--- src/rtl/types_pkg.sv ---
// Shared types for the commit-side retire logic: FSM state, ROB head record
// and the architectural register count.
package types_pkg;

  localparam int ARCH_REGS   = 32;
  localparam int HEAD_ROB_W  = 5;
  localparam int HEAD_PREG_W = 7;

  typedef enum logic {
    RUN     = 1'b0,
    RECOVER = 1'b1
  } retire_state_t;

  typedef struct packed {
    logic [4:0]             rd;
    logic [HEAD_PREG_W-1:0] pd_new;
    logic [HEAD_PREG_W-1:0] pd_old;
    logic                   is_store;
    logic [HEAD_ROB_W-1:0]  tag;
  } rob_head_t;

endpackage

--- src/rtl/commit_map.sv ---
// Committed register alias table (CRAT): one write port fed by retirement,
// one read port addressed by the recovery index. Reset restores identity.
module commit_map #(
  parameter int ARCH_REGS = 32,
  parameter int PREG_W    = 7
) (
  input  logic              clk,
  input  logic              reset,
  input  logic              wr_en,
  input  logic [4:0]        wr_idx,
  input  logic [PREG_W-1:0] wr_preg,
  input  logic [4:0]        rd_idx,
  output logic [PREG_W-1:0] rd_preg
);

  logic [PREG_W-1:0] map_q [ARCH_REGS];

  // Identity mapping on reset, otherwise record the retiring mapping.
  always_ff @(posedge clk) begin
    if (reset) begin
      for (int i = 0; i < ARCH_REGS; i++) begin
        map_q[i] <= PREG_W'(i);
      end
    end else if (wr_en && (int'(wr_idx) < ARCH_REGS)) begin
      map_q[wr_idx] <= wr_preg;
    end
  end

  assign rd_preg = map_q[rd_idx];

endmodule

--- src/rtl/rob_retire.sv ---
// In-order single-wide retirement from the ROB head. Updates the CRAT, hands
// superseded physical registers to the free list through a one-entry release
// buffer, signals store commit and replays the CRAT into the RAT on request.
// Optional performance counters are built when RETIRE_PERF_EN is defined.
//
// Handshake: the release buffer offers free_preg while free_valid is high;
// the transfer happens in any cycle where free_valid && free_ready, and
// free_preg holds steady while free_valid && !free_ready.
module rob_retire #(
  parameter int ROB_W     = 5,
  parameter int PREG_W    = 7,
  parameter int ARCH_REGS = types_pkg::ARCH_REGS
) (
  input  logic              clk,
  input  logic              reset,
  input  logic              head_valid,
  input  logic              head_done,
  input  logic [ROB_W-1:0]  head_tag,
  input  logic [4:0]        head_rd,
  input  logic [PREG_W-1:0] head_pd_new,
  input  logic [PREG_W-1:0] head_pd_old,
  input  logic              head_is_store,
  output logic              rob_pop,
  output logic              free_valid,
  output logic [PREG_W-1:0] free_preg,
  input  logic              free_ready,
  output logic              store_commit,
  output logic [ROB_W-1:0]  store_tag,
  input  logic              recover_req,
  output logic              rat_wr_en,
  output logic [4:0]        rat_wr_idx,
  output logic [PREG_W-1:0] rat_wr_preg,
  output logic              recover_done,
  output logic [31:0]       perf_instret,
  output logic [31:0]       perf_stall
);

  import types_pkg::*;

  localparam logic [4:0] LAST_IDX = 5'(ARCH_REGS - 1);

  retire_state_t     state, state_next;
  logic [4:0]        idx_q, idx_next;
  logic              done_q, done_next;
  logic              retire, recovering, has_rd;
  logic              buf_valid;
  logic [PREG_W-1:0] buf_preg;
  logic [PREG_W-1:0] map_rd_preg;

  assign has_rd = (head_rd != 5'd0);

  // Next-state logic: retire decision in RUN, index walk in RECOVER.
  always_comb begin
    state_next = state;
    idx_next   = idx_q;
    done_next  = 1'b0;
    recovering = 1'b0;
    retire     = 1'b0;
    case (state)
      RUN: begin
        if (recover_req) begin
          state_next = RECOVER;
          idx_next   = 5'd1;
        end else begin
          retire = head_valid && head_done && (!has_rd || !buf_valid || free_ready);
        end
      end
      RECOVER: begin
        recovering = 1'b1;
        idx_next   = idx_q + 5'd1;
        if (idx_q == LAST_IDX) begin
          state_next = RUN;
          done_next  = 1'b1;
        end
      end
      default: state_next = RUN;
    endcase
  end

  // State register; reset aborts any recovery without a done pulse.
  always_ff @(posedge clk) begin
    if (reset) begin
      state  <= RUN;
      idx_q  <= 5'd0;
      done_q <= 1'b0;
    end else begin
      state  <= state_next;
      idx_q  <= idx_next;
      done_q <= done_next;
    end
  end

  // Release buffer: a reload in the drain cycle takes priority over clearing.
  always_ff @(posedge clk) begin
    if (reset) begin
      buf_valid <= 1'b0;
      buf_preg  <= '0;
    end else if (retire && has_rd) begin
      buf_valid <= 1'b1;
      buf_preg  <= head_pd_old;
    end else if (buf_valid && free_ready) begin
      buf_valid <= 1'b0;
    end
  end

  commit_map #(
    .ARCH_REGS (ARCH_REGS),
    .PREG_W    (PREG_W)
  ) u_commit_map (
    .clk     (clk),
    .reset   (reset),
    .wr_en   (rob_pop && has_rd),
    .wr_idx  (head_rd),
    .wr_preg (head_pd_new),
    .rd_idx  (idx_q),
    .rd_preg (map_rd_preg)
  );

  // Pulses are held low while reset is asserted.
  assign rob_pop      = retire && !reset;
  assign store_commit = rob_pop && head_is_store;
  assign store_tag    = store_commit ? head_tag : '0;
  assign free_valid   = buf_valid && !reset;
  assign free_preg    = buf_preg;
  assign rat_wr_en    = recovering && !reset;
  assign rat_wr_idx   = idx_q;
  assign rat_wr_preg  = map_rd_preg;
  assign recover_done = done_q && !reset;

`ifdef RETIRE_PERF_EN
  logic [31:0] instret_q, stall_q;

  // Retired-instruction and head-blocked cycle counters, wrapping.
  always_ff @(posedge clk) begin
    if (reset) begin
      instret_q <= '0;
      stall_q   <= '0;
    end else begin
      if (rob_pop) instret_q <= instret_q + 32'd1;
      if ((state == RUN) && head_valid && !rob_pop) stall_q <= stall_q + 32'd1;
    end
  end

  assign perf_instret = instret_q;
  assign perf_stall   = stall_q;
`else
  assign perf_instret = '0;
  assign perf_stall   = '0;
`endif

endmodule

--- config.mk ---
export PLATFORM = sky130hd
export DESIGN_NAME = rob_retire
export DESIGN_NICKNAME = d
export VERILOG_FILES = /design/src/rtl/types_pkg.sv /design/src/rtl/commit_map.sv /design/src/rtl/rob_retire.sv
export SDC_FILE = /design/constraint.sdc
export NUM_CORES = 1
export LEC_CHECK = 0
export CORE_MARGIN = 2
export CORE_UTILIZATION = 30
export DETAILED_ROUTE_END_ITERATION = 7
export REMOVE_ABC_BUFFERS = 1
export SLEW_MARGIN = 20
export SYNTH_ARGS = -nofsm -noshare
export SYNTH_HDL_FRONTEND = slang
export SYNTH_SLANG_ARGS = --single-unit
--- constraint.sdc ---
create_clock -name clk -period 4.2 [get_ports clk]
set_input_delay 1.26 -clock clk [delete_from_list [all_inputs] [get_ports clk]]
set_output_delay 1.26 -clock clk [all_outputs]
set_load 0.05 [all_outputs]
Word-level counts from Yosys, hierarchy flattened
Memory sizes are Yosys's and may differ from the RTL's. A register that Yosys moved wholly into a read port is not among the register bits.
Index checks and enable logic that the tools add are counted.
{ "totals": {"n_memories": 1, "in_bits": 31, "ram_bits": 224, "regBits": 15, "word_cells": 51} }
{ "memory_table": {"columns": ["memory", "depth", "width", "read_ports", "rd_clocked_by_memory_dff", "wr", "line_no", "rtl"], "rows": [
  ["u_commit_map.map_q", 32, 7, 1, 1, 32, "commit_map.sv:16", "logic [PREG_W-1:0] map_q [ARCH_REGS];"]
]} }
{ "classes": {"n_eq_ne": 2, "mux": 22, "n_reduce_logical": 19, "n_addsub": 1, "bitwise": 1} }
{ "ops": {"columns": ["op", "n"], "rows": [
  ["2-to-1 mux 5 bit", 5],
  ["2-to-1 mux 1 bit", 14],
  ["logical AND 1 bit", 10],
  ["case mux 5 bit (2 select lines)", 1],
  ["2-to-1 mux 7 bit", 1],
  ["OR reduction 7 bit", 1],
  ["adder 5 x 1 -> 5 bit, second input constant", 1],
  ["equality test 5 bit, second input constant", 1],
  ["nonzero test 5 bit", 1],
  ["zero test 1 bit", 3],
  ["logical OR 1 bit", 2],
  ["inequality test 2 bit, second input constant", 1],
  ["case mux 1 bit (2 select lines)", 1],
  ["nonzero test 2 bit", 1],
  ["OR reduction 2 bit", 1],
  ["NOT 1 bit", 1]
]} }

Depth between registers and ports, before layout
{ "depth": {"word_depth": 14, "depth_mapped": 6, "depth_no_buf": 5} }

Hierarchy
Synthesis repeated with hierarchy kept, for this count alone.
{ "unflattened": {"cells_unflattened": 816, "area_unflattened_um2": 11751.3} }
{ "modules_own_cells": {"columns": ["mod", "seq_area_each_um2", "cells_per_inst", "n_inst", "area_per_inst_um2"], "rows": [
  ["commit_map", 6726.5, 661, 1, 10471.3],
  ["rob_retire", 300.3, 155, 1, 1280.0]
]} }

Least setup slack after synthesis
No wires, ideal clock.
{ "synth_timing": {"kind": "input -> output", "start": "in head_rd[3]", "end": "out store_tag[0]", "n_path_buf": 0, "t_required_ns": 2.940, "path_slack_ns": -0.777, "path_stages": 4, "arrival_ns": 3.717, "cell_sequence": "nor3_1 > nand2_1 > a2111oi_2 > and2_1"} }
{ "synth_between": {"elab_chain_cells": 10} }
{ "synth_rtl": {"columns": ["element", "line_no", "rtl"], "rows": [
  ["from (decl)", "rob_retire.sv:19", "input logic [4:0] head_rd,"],
  ["nonzero test 5 bit", "rob_retire.sv:50", "assign has_rd = (head_rd != 5'd0);"],
  ["zero test 1 bit", "rob_retire.sv:65", "retire = head_valid && head_done && (!has_rd || !buf_valid || free_ready);"],
  ["logical OR 1 bit (2 in a row)", "rob_retire.sv:65", null],
  ["logical AND 1 bit", "rob_retire.sv:65", null],
  ["2-to-1 mux 1 bit", "rob_retire.sv:61", "if (recover_req) begin"],
  ["2-to-1 mux 1 bit", "rob_retire.sv:59", "case (state)"],
  ["logical AND 1 bit", "rob_retire.sv:120", "assign rob_pop = retire && !reset;"],
  ["logical AND 1 bit", "rob_retire.sv:121", "assign store_commit = rob_pop && head_is_store;"],
  ["named net store_commit", "rob_retire.sv:27", "output logic store_commit,"],
  ["2-to-1 mux 5 bit", "rob_retire.sv:122", "assign store_tag = store_commit ? head_tag : '0;"],
  ["to (decl)", "rob_retire.sv:28", "output logic [ROB_W-1:0] store_tag,"]
]} }
The timed path passes the listed nets, and every way through them passes these cells.

Worst setup path after layout
{ "layout_timing": {"start": "in head_rd[4]", "end": "out store_tag[2]"} }
{ "layout_between": {"elab_chain_cells": 10} }
{ "layout_rtl": {"columns": ["element", "line_no"], "rows": [
  ["nonzero test 5 bit", "rob_retire.sv:50"],
  ["zero test 1 bit", "rob_retire.sv:65"],
  ["logical OR 1 bit (2 in a row)", "rob_retire.sv:65"],
  ["logical AND 1 bit", "rob_retire.sv:65"],
  ["2-to-1 mux 1 bit", "rob_retire.sv:61"],
  ["2-to-1 mux 1 bit", "rob_retire.sv:59"],
  ["logical AND 1 bit", "rob_retire.sv:120"],
  ["logical AND 1 bit", "rob_retire.sv:121"],
  ["2-to-1 mux 5 bit", "rob_retire.sv:122"]
]} }
Every way passes these cells.

==> flow_summary_export.csv <==
group,metric,value,unit
layout,drive_above_1_share,24.73,%
setup_path,endpoint_kind,"primary output",
setup_path,slowest_delay,440,ps
global_route,first_global_vias,6802,
layout,final_cells,1432,
setup_path,crit_required,2940,ps
placed_design,place_ws,-18.21,ps
yosys,ys_top_cells_by_area,"edfxtp_1 (58%), mux4_2 (14%), and2_1 (6.3%)",
floorplanning,die_width,201.2,um
setup_path,crit_fanout,6,
setup_path,r2r_slack,1460,ps
yosys,ys_ff_latch,244,
setup_path,crit_type,"in -> out",
yosys,syn_area,0.01167,mm^2
routing,totalWireLength,28800,um
setup_path,crit_slowest_cell,"clkdlybuf4s50_1",
setup_path,start_kind,"input port",
timing,setup_ws,85.43,ps
power_and_ir_drop,switching_power,1.380,mW
global_route,grtUsageTotal,14.11,%
yosys,syn_inst,812,
power_and_ir_drop,leakagePower,4.554,nW
routing,drt_iter0_drc,717,
setup_path,worstReg2RegEnd,"u_commit_map.map_q[17][6]",
clock_network,cts_made_buffers,27,
timing,tightest_slew,1110,ps
worst_hold_path,hold_depth,2,
global_route,grt-ovfl-total,0,
global_route,grt_pass1_wl,43130,um
yosys,synth_area_leader_cell,"edfxtp_1",
yosys,synth_ff_type,"edfxtp_1",
yosys,async_flop_share,0,%
power_and_ir_drop,combPwrFrac,10.3,%
placed_design,hpwl,18660,um
timing,finalCritPeriodShare,97.97,%
setup_path,cp_cell_sequence,"clkdlybuf4s50_1 -> nor3_2 -> nand2_2 -> a2111oi_4 -> buf_4 -> and2_1 -> buf_12",
yosys,synthTopCellsByCount,"edfxtp_1 (224), and2_1 (117), mux4_2 (70), nor2_1 (66), buf_4 (65)",
clock_network,htree_levels,1,
placed_design,dp.cells,1381,
setup_path,path_buf_inv,3,
floorplanning,row_count,72,
worst_hold_path,hp-class,"reg -> reg",
clock_network,cts_max_path_buffers,3,
floorplanning,io_pins,124,
global_route,antenna_found_initial,1,
routing,dr.pass1.iters,5,
floorplanning,core_area,0.03856,mm^2
timing,min_period,4115,ps
timing,finalMaxSlewViolations,0,
power_and_ir_drop,ir_worst_vdd,0.2710,mV
routing,routed_via_density,4.716,
run_status,outcome,"finished clean",
timing,max_freq,243.0,MHz
clock_network,insertion_delay,540,ps
clock_network,clock-sinks,244,
clock_network,clk_pin_slew,60,ps
setup_path,ff2ff_path_depth,6,
layout,area_growth,18.40,%
power_and_ir_drop,powerDensity,422.2,mW/mm^2
yosys,synth_top_area_share,57.63,%
yosys,synth-edff-count,224,
yosys,ys_types,38,
placed_design,gp_congestion,0.7843,
placed_design,portBuffers,59,
floorplanning,die-area,0.04050,mm^2
yosys,seq_area_frac_synth,61.06,%
routing,drcViolationCount,0,
floorplanning,start_util,30.27,%
setup_path,crit_arrival,2850,ps
setup_path,crit-reg2reg-launch,"state",
power_and_ir_drop,switching_share,23.66,%
run,cap_violations,0,
global_route,grt_max_degree,57,
routing,routedWlPerCell,20.11,um
routing,dr_total_vias,6754,
floorplanning,fp.dieH,201.2,um
yosys,postSynthAreaPerCell,14.37,um^2
timing,max_slew_margin,25.76,%
layout,fin_nets,928,
clock_network,cts_tree,"built",
worst_hold_path,min_to,"free_preg[6]",
setup_path,cp_top_family,"buffers and inverters",
power_and_ir_drop,finalPower,5.834,mW
timing,finalHoldViolations,0,
yosys,synth.most_common_cell,"edfxtp_1",
layout,diodes,0,
timing,setup_violations,0,
clock_network,cts_root_buffer,"clkbuf_16",
worst_hold_path,hold_path.startpoint,"free_preg[6]",
power_and_ir_drop,pwr-share-clk,42.7,%
power_and_ir_drop,p_seq_share,47.0,%
yosys,yosysWarnings,0,
routing,ant_nets,0,
power_and_ir_drop,p_int,4.454,mW
timing,skew,19.01,ps
## power groups by stage
stage                     combinational [mW]  sequential, mW  clock, mW
after floorplan                        0.356            2.82          0
after global placement                 0.588            2.80          0
after detailed placement               0.591            2.80          0
after CTS                              0.602            2.75       2.52
after global routing                   0.630            2.75       2.62
final                                  0.598            2.74       2.49
## worst max-delay path by stage
stage	startpoint	endpoint	slack, ps	depth (start not counted)
final	head_rd[4]	store_tag[2]	90	7
after floorplan	flop	rat_wr_preg[0]	-960	3
after global placement	head_rd[3]	store_tag[1]	-20	7
after global routing	head_rd[4]	store_tag[2]	-40	7
after CTS	head_rd[3]	store_tag[1]	20	7
after detailed placement	head_rd[3]	store_tag[1]	-20	7
## per-stage QoR
step / cell area, um^2 / util, % / hold WS [ps] / setup TNS, ps
finish: 13820 / 35.84 / 503.0 / 0
CTS: 13790 / 35.77 / 506.0 / 0
floorplan: 11170 / - / 613.3 / -10990
global route: 13820 / 35.84 / 546.9 / -53.12
global placement: 12840 / 33.31 / 474.5 / -73.42
detailed placement: 12840 / 33.31 / 486.4 / -34.40
## cell families (layout without fill, tap and decap cells)
kind of cell	after synthesis	count (layout)	synth area share (%)
DFF	244	244	61.06
and+or+nand+nor	335	335	16.03
AOI/OAI and AO/OA	21	21	1.319
muxes	84	84	14.78
other	1	71	0.03213
buffers and inverters	125	157	6.561
adders and majority gates	2	2	0.2144
## repair_timing
| action | in CTS | in global routing |
|---|---|---|
| hold buffers | 0 | 0 |
| setup buffers | 3 | 0 |
| gates resized for setup | 1 | 6 |
| pin swaps | 0 | 3 |
| setup endpoints to repair | 12 | 5 |
| cloned | 0 | 0 |
| hold endpoints to repair | 0 | 0 |
## placed cells by master, fill, tap and decap left out, types with 18 or more instances in the layout
cell / Yosys / final
or3_1: 42 / 42
nand2_1: 40 / 39
and2_1: 117 / 113
dfxtp_1: 20 / 18
conb_1: 1 / 71
or2_2: 25 / 25
mux4_2: 70 / 70
edfxtp_1: 224 / 224
clkdlybuf4s50_1: 0 / 41
nor2_1: 66 / 66
clkbuf_16: 0 / 27
buf_4: 65 / 56
## state kept, by name, summed over array words and instances, names as in the netlist, named ones only
signal	flops
buf_valid	1
done_q	1
rat_wr_idx	5
u_commit_map.map_q	224
free_preg	7
state	1
## cell type report
type                    instances  area (um^2)
repair buffers                108         1036
well taps                     518        648.1
clock inverters                16        226.5
flip-flops and latches        244         7132
inverters                       1        3.754
fillers                      3757        24740
clock buffers                  32        694.4
multi-input cells             513         4078
## worst reg2reg max path: stages (launching register included)
cell,delay (ps)
dfxtp_1,430
nand4bb_1,330
buf_4,230
or4_1,520
buf_4,240
nor2_1,370
or2_2,320
## per-layer routing
metal	share of wire [%]	wire [um]	global-route usage (%)
met5	0	0	0
met4	1.9	550	3.414
met3	6.8	1952	2.106
met2	47	13610	23.11
met1	44	12690	19.77
Note: power is estimated with default switching activity, not from simulation.
